`src/rtl/system_state_pkg.sv`:
```
// Shared state encodings for the status path; the LED controller decodes
// system_state with these same constants.
package system_state_pkg;

    typedef enum logic [1:0] {
        ST_IDLE    = 2'b00,
        ST_NORMAL  = 2'b01,
        ST_WARNING = 2'b10,
        ST_FAULT   = 2'b11
    } state_e;

endpackage : system_state_pkg

```
`src/rtl/persist_counter.sv`:
```
// Saturating run-length counter: hit flags the valid sample whose condition
// completes a run of PERSIST consecutive qualifying samples.
module persist_counter #(
    parameter int PERSIST = 4
) (
    input  logic clk,
    input  logic reset,
    input  logic clr,
    input  logic valid,
    input  logic cond,
    output logic hit
);

    localparam int               CNT_W   = $clog2(PERSIST + 1);
    localparam logic [CNT_W-1:0] CNT_MAX = CNT_W'(PERSIST);
    localparam logic [CNT_W-1:0] CNT_PRE = CNT_W'(PERSIST - 1);

    logic [CNT_W-1:0] cnt_q;
    logic [CNT_W-1:0] cnt_d;

    // hit depends only on the registered count, never on clr, so the top's
    // transition logic can feed clr back without forming a loop.
    assign hit = valid && cond && (cnt_q >= CNT_PRE);

    always_comb begin
        // NOTE: default first so every path assigns cnt_d and no latch is inferred.
        cnt_d = cnt_q;
        if (clr) begin
            cnt_d = '0;
        end else if (valid) begin
            if (!cond) begin
                cnt_d = '0;
            end else if (cnt_q != CNT_MAX) begin
                cnt_d = cnt_q + 1'b1;
            end
        end
    end

    // NOTE: sequential state uses non-blocking assignments only.
    always_ff @(posedge clk or posedge reset) begin
        if (reset) begin
            cnt_q <= '0;
        end else begin
            cnt_q <= cnt_d;
        end
    end

endmodule : persist_counter

```
`src/rtl/system_state_fsm.sv`:
```
// Qualifies monitor samples against warning/fault thresholds with persistence
// and hysteresis, producing the registered system_state for the LED path.
module system_state_fsm
    import system_state_pkg::*;
#(
    parameter int DATA_W   = 12,
    parameter int WARN_TH  = 2048,
    parameter int FAULT_TH = 3072,
    parameter int HYST     = 64,
    parameter int PERSIST  = 4
) (
    input  logic              clk,
    input  logic              reset,
    input  logic              enable,
    input  logic              sample_valid,
    input  logic [DATA_W-1:0] sample,
    input  logic              fault_clr,
    output logic [1:0]        system_state,
    output logic              state_chg,
    output logic [7:0]        fault_cnt
);

    localparam logic [DATA_W-1:0] WARN_LVL  = DATA_W'(WARN_TH);
    localparam logic [DATA_W-1:0] FAULT_LVL = DATA_W'(FAULT_TH);
    localparam logic [DATA_W-1:0] LOW_LVL   = DATA_W'(WARN_TH - HYST);

    state_e     state_q, state_d;
    logic       state_chg_q;
    logic [7:0] fault_cnt_q;

    logic is_fault, is_high, is_low;
    logic flt_hit, hi_hit, lo_hit;
    logic cnt_clr;

    assign is_fault = (sample >= FAULT_LVL);
    assign is_high  = (sample >= WARN_LVL);
    assign is_low   = (sample <  LOW_LVL);

    // Runs restart on any state change and never accumulate in IDLE or FAULT.
    assign cnt_clr = (state_d != state_q) || (state_q == ST_IDLE) || (state_q == ST_FAULT);

    persist_counter #(.PERSIST(PERSIST)) u_flt_cnt (
        .clk(clk), .reset(reset), .clr(cnt_clr), .valid(sample_valid), .cond(is_fault), .hit(flt_hit)
    );

    persist_counter #(.PERSIST(PERSIST)) u_hi_cnt (
        .clk(clk), .reset(reset), .clr(cnt_clr), .valid(sample_valid), .cond(is_high), .hit(hi_hit)
    );

    persist_counter #(.PERSIST(PERSIST)) u_lo_cnt (
        .clk(clk), .reset(reset), .clr(cnt_clr), .valid(sample_valid), .cond(is_low), .hit(lo_hit)
    );

    always_comb begin
        state_d = state_q;
        case (state_q)
            ST_IDLE: begin
                if (enable) state_d = ST_NORMAL;
            end
            ST_NORMAL: begin
                if (!enable)      state_d = ST_IDLE;
                else if (flt_hit) state_d = ST_FAULT;
                else if (hi_hit)  state_d = ST_WARNING;
            end
            ST_WARNING: begin
                if (!enable)      state_d = ST_IDLE;
                else if (flt_hit) state_d = ST_FAULT;
                else if (lo_hit)  state_d = ST_NORMAL;
            end
            ST_FAULT: begin
                // Latched: only an explicit clear releases it, enable is ignored.
                if (fault_clr) state_d = ST_IDLE;
            end
            default: state_d = ST_IDLE;
        endcase
    end

    always_ff @(posedge clk or posedge reset) begin
        if (reset) begin
            state_q     <= ST_IDLE;
            state_chg_q <= 1'b0;
            fault_cnt_q <= '0;
        end else begin
            state_q     <= state_d;
            state_chg_q <= (state_d != state_q);
            if ((state_d == ST_FAULT) && (state_q != ST_FAULT) && (fault_cnt_q != 8'hFF)) begin
                fault_cnt_q <= fault_cnt_q + 8'd1;
            end
        end
    end

    assign system_state = state_q;
    assign state_chg    = state_chg_q;
    assign fault_cnt    = fault_cnt_q;

endmodule : system_state_fsm

```
`config.mk`:
```
export PLATFORM = sky130hd
export DESIGN_NAME = system_state_fsm
export DESIGN_NICKNAME = d
export VERILOG_FILES = /design/src/rtl/system_state_pkg.sv /design/src/rtl/persist_counter.sv /design/src/rtl/system_state_fsm.sv
export SDC_FILE = /design/constraint.sdc
export NUM_CORES = 1
export LEC_CHECK = 0
export BUFFER_PORTS_ARGS = -buffer_cell sky130_fd_sc_hd__buf_2
export CELL_PAD_IN_SITES_DETAIL_PLACEMENT = 1
export CELL_PAD_IN_SITES_GLOBAL_PLACEMENT = 1
export CORE_MARGIN = 5
export CORE_UTILIZATION = 40
export CTS_CLUSTER_SIZE = 28
export DETAILED_ROUTE_END_ITERATION = 10
export PLACE_DENSITY_LB_ADDON = 0.1
export SKIP_LAST_GASP = 1
export SYNTH_ARGS = -nofsm -noshare
export SYNTH_HDL_FRONTEND = slang
export SYNTH_SLANG_ARGS = --single-unit
```
`constraint.sdc`:
```
create_clock -name clk -period 2.9 [get_ports clk]
set_clock_uncertainty 0.05 [all_clocks]
set_input_delay 0.58 -clock clk [delete_from_list [all_inputs] [get_ports clk]]
set_output_delay 0.58 -clock clk [all_outputs]
set_load 0.005 [all_outputs]
```
* Word level (Yosys, flattened, before mapping) *
Cells that the tools add are included.

storage, ports and cells
  word-level logic and storage cells = 65
  register bits after elaboration = 20
  input port bits = 17
  output and inout bits = 11

operators by class
  equality and inequality tests = 13
  reduce and logical (&&, ||, !) cells = 15
  order comparisons = 6
  $add $sub $neg = 4
  multiplexer cells = 21

operators by type and width
  operator                number
  $mux W3                 12
  $ge A12 B12 Y1 const B  2
  $ne A3 B3 Y1 const B    6
  $mux W2                 8
  $lt A12 B11 Y1 const B  1
  $add A3 B1 Y3 const B   3
  $ge A3 B2 Y1 const B    3
  $add A8 B1 Y8 const B   1
  $logic_and A1 B1 Y1     8
  $ne A8 B8 Y1 const B    1
  $pmux W2 S4             1
  $eq A2 B2 Y1 const B    3
  $reduce_and A2 Y1       3
  $eq A2 B1 Y1 const B    1
  $logic_not A2 Y1        1
  $logic_or A1 B1 Y1      2
  $ne A2 B2 Y1            1
  $ne A2 B2 Y1 const B    1
  $reduce_bool A2 Y1      1

* Depth between registers and ports, before layout *
Gate-level depths: netlist of run 1.

  depth in word-level cells = 12
  gate-level depth with buffers = 8
  mapped depth without buffers = 7

* Hierarchy *
A second synthesis of run 1 with hierarchy kept.

second synthesis, totals
  cell total of the unflattened synthesis = 139
  area, all modules = 1278.7 um2

modules (own cells, without submodules)
  module            cells an instance  area an instance (um2)  seq. area each (um2)  instances
  persist_counter   25                 216.5                   75.1                  3
  system_state_fsm  64                 629.4                   275.3                 1

* Least setup slack after synthesis of run 1 *
No wires, ideal clock.

  kind = register to register
  start point = register u_flt_cnt.cnt_q[0]
  end point = register state_chg_q, in the netlist state_chg
  path buffers = 0
  setup time = 131 ps
  arrival = 1843 ps
  path slack = 876 ps
  period minus slack after synthesis = 2024 ps
  data required time = 2719 ps
  cell stages (with the launch flop) = 8
  cells stage by stage = dfrtp_1 ha_1 ha_1 a211o_1 and2_4 o41ai_2 a211oi_1 or3_1

on the way
  cells in the longest elaborated chain, start to end = 6
  elaborated cells between the ends (all ways) = 8
  those cells by class = order compare (1); eq/ne (1); mux (5); reduce/logical (1)

ends and longest elaborated chain
  what                               RTL line                                        RTL
  from (decl)                        persist_counter.sv:18                           logic [CNT_W-1:0] cnt_q;
  from (signal assigned)             persist_counter.sv:44                           cnt_q <= cnt_d;
  $ge A3 B2 Y1 *                     persist_counter.sv:23                           assign hit = valid && cond && (cnt_q >= CNT_PRE);
  $logic_and A1 B1 Y1 *              persist_counter.sv:23
  $mux W2, on equally long branches  system_state_fsm.sv:67, system_state_fsm.sv:62
  $mux W2, on equally long branches  system_state_fsm.sv:66, system_state_fsm.sv:61
  $pmux W2 S4 *                      system_state_fsm.sv:56                          case (state_q)
  $ne A2 B2 Y1 *                     system_state_fsm.sv:85                          state_chg_q <= (state_d != state_q);
  to (signal assigned)               system_state_fsm.sv:85
  to (decl)                          system_state_fsm.sv:28                          logic state_chg_q;

Every way passes the cells marked *; elsewhere a longest branch is shown, timed or not.
A chain may end at the register's enable or synchronous reset.

* Final worst setup path of run 1 *
  start point = register u_flt_cnt.cnt_q[1]
  end point = register u_flt_cnt.cnt_q[2]

on the way
  cells in the longest elaborated chain, start to end = 10
  elaborated cells between the ends (all ways) = 19
  those cells by class = add/sub (1); order compare (1); eq/ne (3); mux (9); reduce/logical (5)

ends and longest elaborated chain
  what                                                                 RTL line                                        RTL
  $ge A3 B2 Y1                                                         persist_counter.sv:23
  $logic_and A1 B1 Y1                                                  persist_counter.sv:23
  $mux W2, on equally long branches                                    system_state_fsm.sv:67, system_state_fsm.sv:62
  $mux W2, on equally long branches                                    system_state_fsm.sv:66, system_state_fsm.sv:61
  $pmux W2 S4                                                          system_state_fsm.sv:56
  $ne A2 B2 Y1                                                         system_state_fsm.sv:40                          assign cnt_clr = (state_d != state_q) || (state_q == ST_IDLE) || (state_q == ST_FAULT);
  $logic_or A1 B1 Y1 (2 in series)                                     system_state_fsm.sv:40
  $ne A3 B3 Y1 (no source line) or $reduce_bool A2 Y1 (tied branches)  -
  $reduce_and A2 Y1 (no source line)                                   -

Several ways; a longest one is shown, not always the timed one. The select of a mux whose other input is x is not followed.

==> flow_summary.yaml, run 1 <==
logic_synthesis:
  yosysTopAreaCellShare: 0.395
  synth_fp_nets: 154
  synth-seq-cells: 20
  synthDistinctLibCells: 40
  synth_edf_count: 0
  synth-xor-area-share: 0.0553
  synthAdderAreaFrac: 0.0988
  synthSimpleGateAreaFrac: 0.131
  syn-mean-instance-area_um2: 9.97
  synth_top_family_by_area: "compound AO/OA/AOI/OAI gates"
  synth_top_area_cell: "dfrtp_1"
  synth-async-reset-ratio: 1.00
  yosys_warnings: 0
  muxShareOfSynthArea: 0.0247
  synth_flop_cell: "dfrtp_1"
  yosysSeqAreaShare: 0.395
  synth_area_mm2: 0.00127
  synthTopCellsByArea: "dfrtp_1, ha_1, a21oi_1"
  synth_compound_area_frac: 0.235
  syn-instance-count: 127
clock_network:
  clock-sinks: 20
  post_cts_buffers: 0
  h-tree-depth: 1
  cts_made_buffers: 3
  cts_tree: "done"
  post_cts_resized: 0
  cts.clk_slew.worst_paths_ns: 0.11
  clockBufferDepth: 2
  ctsHoldBuffers: 0
  clock-root-buffer: "clkbuf_4"
  clkLatencyLatePin_ns: 0.29
sta:
  finalSetupViolCount: 0
  finalHoldViolCount: 0
  finalCriticalPeriod_ns: 2.23
  fin_tns_setup_ns: 0
  post-route-period-util: 0.769
  worst_pin_slew_ns: 0.768
  max_freq_ghz: 0.449
  drv_slew: 0
  rsz0062_at_grt: "no"
  max_slew_margin: 0.487
  hold_slack_ns: 0.354
placement:
  dp_cells: 190
  port_buffers: 21
  gp_congestion: 0.721
  post-dp-hpwl_um: 2270
critical_path:
  crit_type: "reg2reg"
  r2r_start: "u_flt_cnt.cnt_q[1]"
  r2r_cells: 7
  arrival_ns: 2.35
  cp_max_fo: 9
  cp.required_ns: 3.02
  worst-path-buf-inv: 0
  start_kind: "register"
  cp-end-kind: "register"
  cp_cell_sequence: "ha_1, ha_1, a211o_1, a211o_1, a31oi_1, nand4b_2, a21oi_1"
  critical-path-top-delay-family: "compound AO/OA/AOI/OAI gates"
  max_stage_delay_ns: 0.43
  setup.worst_path.start: "u_flt_cnt.cnt_q[1]"
  cpMaxStageDelayCell: "dfrtp_1"
  cp_num_cells: 7
floorplanning:
  die_h_um: 66.3
  floorplan.core_area_mm2: 0.00305
  die_area_mm2: 0.00439
  die_x_um: 66.3
  io_pins: 28
  start_util: 0.415
  num_rows: 20
detailed_routing:
  drt_iter0_drc: 52
  detail_route.wl_per_cell_um: 14.9
  via_per_inst: 5.35
  firstDrtPassIters: 3
  drt_wl_total_um: 2880
  drc_errors: 0
  num_vias: 1037
  drtAntennaViolNets: 0
global_routing:
  antenna_found_initial: 0
  grt_use_total: 0.148
  grt_start_max_net_pins: 21
  grt_pass1_vias: 1158
  grt_pass1_wl_um: 5110
  grt_overflow_total: 0
final_layout:
  final_cell_mix: "buf_2, dfrtp_1, inv_1"
  final_cells: 194
  areaGrowthSynthToFinish_pct: 14.0
  layout-drive-gt1-share: 0.207
  fin_util: 0.473
  layout_commonest_cell: "buf_2"
  fillers: 371
  finalNetCount: 178
  n_antenna_cell: 0
power_and_ir_drop:
  p_per_area_mw_per_mm2: 375
  irDropWorstVdd_uv: 254
  finalPower_mw: 0.541
  p_leak_nw: 0.717
run:
  maxCapViolCount: 0
min_path:
  min_path_type: "in2async"
status:
  status: "finished, final reports clean"
-- power by group --
part | total [mW] | internal [mW] | switching [mW]
clock network | 0.160 | 0.0765 | 0.0837
logic | 0.0780 | 0.0303 | 0.0477
registers | 0.303 | 0.289 | 0.0140
total | 0.541 | 0.396 | 0.145
-- cell usage after synthesis (3+ instances only) --
| cell | number |
|---|---|
| a211oi_1 | 3 |
| a21oi_1 | 12 |
| a22oi_1 | 5 |
| dfrtp_1 | 20 |
| ha_1 | 10 |
| inv_1 | 15 |
| nand2_1 | 8 |
| nand3_1 | 4 |
| nand4_1 | 3 |
| nor2_1 | 3 |
| o21ai_0 | 3 |
| o21ai_1 | 3 |
| xnor2_1 | 5 |
| xor2_1 | 3 |
-- flip-flops by register name (all words and copies together), names as in the netlist --
register / cells
u_hi_cnt.cnt_q: 3
state_chg: 1
fault_cnt: 8
system_state: 2
u_flt_cnt.cnt_q: 3
u_lo_cnt.cnt_q: 3
-- per-layer routing --
| metal | vias up | wire length [µm] | GRT usage |
|---|---|---|---|
| met5 | - | 0 | 0 |
| met2 | 13 | 1530 | 0.271 |
| met4 | 0 | 18 | 0.0457 |
| li1 | 511 | - | - |
| met1 | 511 | 1250 | 0.179 |
| met3 | 2 | 87 | 0.0170 |
-- cells by family (layout without fill, tap and decap cells) --
group / count (synthesis) / count (layout)
AO/OA/AOI/OAI: 41 / 41
AND/OR/NAND/NOR: 28 / 28
flip-flops: 20 / 20
buffers and inverters: 17 / 40
adder cells (fa/ha/maj): 10 / 10
XOR/XNOR: 8 / 8
multiplexers: 3 / 3
-- final cells by class --
class,count,area (µm²),area share
Clock buffer,4,36.3,0.0251
Inverter,15,56.3,0.0390
Multi-Input combinational cell,90,691,0.478
Sequential cell,20,500,0.347
Tap cell,44,55.1,0.0381
Timing Repair Buffer,21,105,0.0728
-- through the flow --
| step | area [µm²] | worst slack, ns |
|---|---|---|
| floorplan | 1270 | 0.876 |
| global placement | 1410 | 0.680 |
| detailed placement | 1410 | 0.654 |
| CTS | 1440 | 0.644 |
| global route | 1440 | 0.500 |
| finish | 1440 | 0.671 |
-- final timing paths --
path | to | slack, ns
setup / recovery | u_flt_cnt.cnt_q[2] | 0.67
hold / removal | fault_cnt[2] | 0.35
setup reg to reg | u_flt_cnt.cnt_q[2] | 0.67
hold reg to reg | fault_cnt[4] | 0.45
max in group asynchronous | u_lo_cnt.cnt_q[2] | 1.97
min in group clk | fault_cnt[4] | 0.45
(Power assumes the default switching activity.)
==> run 2: changes to the inputs <==
- clock period: 2.9 -> 2.3 ns (I/O delays scaled with it)
==> run 2 against run 1 <==
Via count grew 0.96%. Cell count is the same. Non-clock buffer count is the same. Critical endpoint is now state_chg. Sequential power grew 27%. Global-route usage is essentially flat. Clock-buffer cell count is the same. Worst setup slack lost 0.58 ns. Largest cell class unchanged. Sequential share of layout area shrank 0.47 points. Utilization grew 0.66 points. Cell area grew 1.4%.
==> flow_summary.yaml, run 2 (synthesized netlist as in run 1, its figures left out) <==
min_path:
  min_path_type: "in2async"
global_routing:
  grt_overflow_total: 0
  grt_start_max_net_pins: 21
  grt_use_met2: 0.278
  grt_use_total: 0.149
  grt_pass1_wl_um: 5130
  busiest_layer: "met2"
  grt_pass1_vias: 1151
  met3_usage: 0.0170
  grtUsageMet1: 0.175
  antenna_found_initial: 0
final_layout:
  finalNetCount: 178
  final_cells: 194
  seqCellArea_um2: 500
  layout-drive-gt1-share: 0.220
  final_cell_mix: "buf_2, dfrtp_1, inv_1"
  fillers: 372
  largest_register_ffs: 8
  layout_commonest_cell: "buf_2"
  n_antenna_cell: 0
  multi_input_area_um2: 711
  areaGrowthSynthToFinish_pct: 15.6
floorplanning:
  io_pins: 28
  floorplan.core_area_mm2: 0.00305
  num_rows: 20
  die_area_mm2: 0.00439
  die_x_um: 66.3
  start_util: 0.415
  die_h_um: 66.3
detailed_routing:
  drc_errors: 0
  drtAntennaViolNets: 0
  drt_iter0_drc: 40
  drt_wl_total_um: 2910
  firstDrtPassIters: 4
  detail_route.wl_per_cell_um: 15.0
  via_per_inst: 5.40
  num_vias: 1047
clock_network:
  cts_made_buffers: 3
  cts.clk_slew.worst_paths_ns: 0.11
  h-tree-depth: 1
  clkLatencyLatePin_ns: 0.29
  clockBufferDepth: 2
  clock-root-buffer: "clkbuf_4"
  cts_tree: "done"
  post_cts_buffers: 0
  post_cts_resized: 0
  clock-sinks: 20
  ctsHoldBuffers: 0
critical_path:
  worst-path-buf-inv: 0
  critical-path-top-delay-family: "compound AO/OA/AOI/OAI gates"
  crit_type: "reg2reg"
  max_stage_delay_ns: 0.44
  r2r-end: "state_chg"
  r2r_cells: 7
  r2r_start: "u_flt_cnt.cnt_q[1]"
  cp_max_fo: 4
  cp_cell_sequence: "ha_1, ha_1, a211o_1, and2_4, o21ai_1, a221oi_1, or3_1"
  cp-end-kind: "register"
  arrival_ns: 2.33
  cp.required_ns: 2.42
  start_kind: "register"
  timing.critical_path.mode_cell: "ha_1"
  r2r_slack_ns: 0.09
  cpMaxStageDelayCell: "dfrtp_1"
sta:
  rsz0062_at_grt: "yes"
  fin_tns_setup_ns: 0
  post-route-period-util: 0.961
  worst_pin_slew_ns: 0.760
  finalHoldViolCount: 0
  max_slew_margin: 0.493
  drv_slew: 0
  finalSetupViolCount: 0
  finalCriticalPeriod_ns: 2.21
  max_freq_ghz: 0.452
status:
  status: "finished, final reports clean"
power_and_ir_drop:
  finalPower_mw: 0.682
  p_leak_nw: 0.722
  irDropWorstVdd_uv: 234
  p_per_area_mw_per_mm2: 466
placement:
  dp_cells: 190
  post-dp-hpwl_um: 2270
  port_buffers: 21
  gp_congestion: 0.720
run:
  maxCapViolCount: 0
## run 2: cell counts in the layout (fill, tap and decap cells not counted)
Identical to the previous run, type by type.
## run 2: per-stage QoR
stage               hold WS, ns  worst slack, ns  area, µm²   util
detailed placement        0.433           0.0444       1410  0.461
global placement          0.429           0.0856       1410  0.461
floorplan                 0.374            0.276       1270      -
global route              0.288         -0.00850       1460  0.480
CTS                       0.261           0.0167       1440  0.473
finish                    0.238           0.0896       1460  0.480
## run 2: metal layers
layer,wire [µm],vias to the layer above
li1,-,516
met1,1270,516
met2,1540,13
met3,78,2
met4,21,0
met5,0,-
## run 2: worst max-delay path by stage
stage	startpoint	end	slack, ns	cells after the start
floorplan	u_flt_cnt.cnt_q[0]	state_chg	0.28	7
global placement	u_flt_cnt.cnt_q[1]	u_hi_cnt.cnt_q[1]	0.09	7
detailed placement	u_flt_cnt.cnt_q[1]	u_flt_cnt.cnt_q[0]	0.04	7
CTS	u_flt_cnt.cnt_q[1]	u_flt_cnt.cnt_q[2]	0.02	7
global route	u_flt_cnt.cnt_q[1]	u_hi_cnt.cnt_q[2]	-0.008	7
finish	u_flt_cnt.cnt_q[1]	state_chg	0.09	7
## run 2: cell type report
class | instances | area share
Multi-Input combinational cell | 90 | 0.485
Tap cell | 44 | 0.0376
Sequential cell | 20 | 0.342
Timing Repair Buffer | 21 | 0.0718
Inverter | 15 | 0.0385
Clock buffer | 4 | 0.0248
## run 2: power by group
group	total [mW]	internal, mW	switching (mW)
combinational	0.102	0.0413	0.0604
sequential	0.384	0.364	0.0196
clock	0.197	0.0963	0.100
total	0.682	0.502	0.180
## run 2: worst register-to-register path: cells and delay by family, from the launching register on
family,cells,cell delay [ns]
fa+ha+maj,2,0.37
simple gates,2,0.54
compound gates,3,0.69
flops,1,0.44
==> run 3: changes to the inputs <==
- CELL_PAD_IN_SITES_DETAIL_PLACEMENT: 1 -> 0
==> run 3 against run 2 <==
First-iteration DRC count grew 55%. Register-to-register slack is essentially flat. Power grew 0.62%. Flip-flop and latch count is the same. Sequential share of layout area grew 0.18 points. Critical path type unchanged. Largest power group unchanged. Highest routed layer unchanged.
==> flow_summary.yaml, run 3 (synthesized netlist as in run 1, its figures left out) <==
sta:
  finalSetupViolCount: 0
  rsz0062_at_grt: "yes"
  hold_slack_ns: 0.231
  post-route-period-util: 0.964
  worst_pin_slew_ns: 0.767
  drv_slew: 0
  finalCriticalPeriod_ns: 2.22
  fin_tns_setup_ns: 0
  finalHoldViolCount: 0
  max_freq_ghz: 0.451
  fin_ws_ns: 0.0838
  max_slew_margin: 0.488
clock_network:
  cts_tree: "done"
  clockBufferDepth: 2
  ctsHoldBuffers: 0
  clock-root-buffer: "clkbuf_4"
  cts.clk_slew.worst_paths_ns: 0.11
  clock-sinks: 20
  cts_made_buffers: 3
  clkLatencyLatePin_ns: 0.29
  h-tree-depth: 1
  post_cts_buffers: 0
final_layout:
  areaGrowthSynthToFinish_pct: 15.0
  layout-drive-gt1-share: 0.213
  final_cells: 194
  finalNetCount: 178
  multi_input_area_um2: 703
  largest_register_ffs: 8
  final_cell_mix: "buf_2, dfrtp_1, inv_1"
  seqCellArea_um2: 500
  fillers: 313
  fin_util: 0.477
  n_antenna_cell: 0
  layout_commonest_cell: "buf_2"
global_routing:
  grt_overflow_total: 0
  antenna_found_initial: 0
  grt_pass1_vias: 1051
  grt_start_max_net_pins: 21
  grt_use_total: 0.135
  grt_pass1_wl_um: 4640
power_and_ir_drop:
  irDropWorstVdd_uv: 224
  p_leak_nw: 0.721
  p_per_area_mw_per_mm2: 471
placement:
  port_buffers: 21
  preCtsSetupSlack_ns: 0.0533
  dp_cells: 190
  gp_congestion: 0.720
  post-dp-hpwl_um: 2070
detailed_routing:
  detail_route.wl_per_cell_um: 13.7
  via_per_inst: 5.30
  firstDrtPassIters: 4
  drt_wl_total_um: 2650
  num_vias: 1029
  drt_iter0_drc: 62
  drc_errors: 0
  drtAntennaViolNets: 0
critical_path:
  max_stage_delay_ns: 0.43
  r2r-end: "u_flt_cnt.cnt_q[0]"
  start_kind: "register"
  arrival_ns: 2.34
  critical-path-top-delay-family: "compound AO/OA/AOI/OAI gates"
  r2r_cells: 7
  cp.required_ns: 2.42
  r2r_slack_ns: 0.08
  cp_cell_sequence: "ha_1, ha_1, a211o_1, a211o_1, a31oi_1, nand4b_4, a21oi_1"
  cpMaxStageDelayCell: "dfrtp_1"
  r2r_start: "u_flt_cnt.cnt_q[1]"
  cp_max_fo: 9
  setup.worst_path.start: "u_flt_cnt.cnt_q[1]"
  cp-end-kind: "register"
  crit_type: "reg2reg"
  worst-path-buf-inv: 0
floorplanning:
  die_area_mm2: 0.00439
  floorplan.core_area_mm2: 0.00305
  die_x_um: 66.3
  die_h_um: 66.3
  start_util: 0.415
  io_pins: 28
  num_rows: 20
min_path:
  min_path_type: "in2async"
status:
  status: "finished, final reports clean"
run:
  maxCapViolCount: 0
[run 3: changes by cell type in the layout (fill, tap and decap cells not counted)]
cell	change
a211oi_1	+1
a211oi_2	-1
a31oi_1	+1
a31oi_2	-1
o21ai_1	-1
o21ai_2	+1
[run 3: metrics by stage]
stage / cell area [µm²] / total power [mW]
2_1_floorplan: 1270 / 0.451
3_3_place_gp: 1410 / 0.484
3_5_place_dp: 1410 / 0.487
4_1_cts: 1440 / 0.693
5_1_grt: 1460 / 0.727
6_report: 1460 / 0.686
[run 3: routing by layer]
| layer | track usage | vias to the layer above | wire (µm) |
|---|---|---|---|
| met5 | 0 | - | 0 |
| met4 | 0.0457 | 0 | 27 |
| met3 | 0.0170 | 4 | 106 |
| met2 | 0.250 | 23 | 1360 |
| met1 | 0.158 | 489 | 1150 |
| li1 | - | 513 | - |
[run 3: how the worst max path moves through the flow]
stage | cells past startpoint | to | slack (ns)
2_1_floorplan | 7 | state_chg | 0.28
3_3_place_gp | 7 | u_hi_cnt.cnt_q[1] | 0.09
3_5_place_dp | 7 | u_lo_cnt.cnt_q[1] | 0.05
4_1_cts | 7 | u_flt_cnt.cnt_q[2] | 0.04
5_1_grt | 7 | u_flt_cnt.cnt_q[0] | -0.03
6_report | 7 | u_flt_cnt.cnt_q[0] | 0.08
[run 3: what timing repair did]
action	4_1_cts	5_1_grt
resized for setup	0	2
endpoints found under the hold margin	0	0
endpoints found under the setup margin	0	9
[run 3: layout make-up]
class | instances | share of cell area
sequential | 20 | 0.344
inverter | 15 | 0.0387
multi-input combinational | 90 | 0.483
tap | 44 | 0.0378
timing repair buffer | 21 | 0.0722
clock buffer | 4 | 0.0249
[run 3: power breakdown]
group	total, mW	internal, mW	switching (mW)	leakage (nW)
sequential	0.383	0.364	0.0184	0.273
combinational	0.100	0.0406	0.0595	0.427
clock	0.204	0.0964	0.107	0.0210
total	0.686	0.501	0.185	0.721
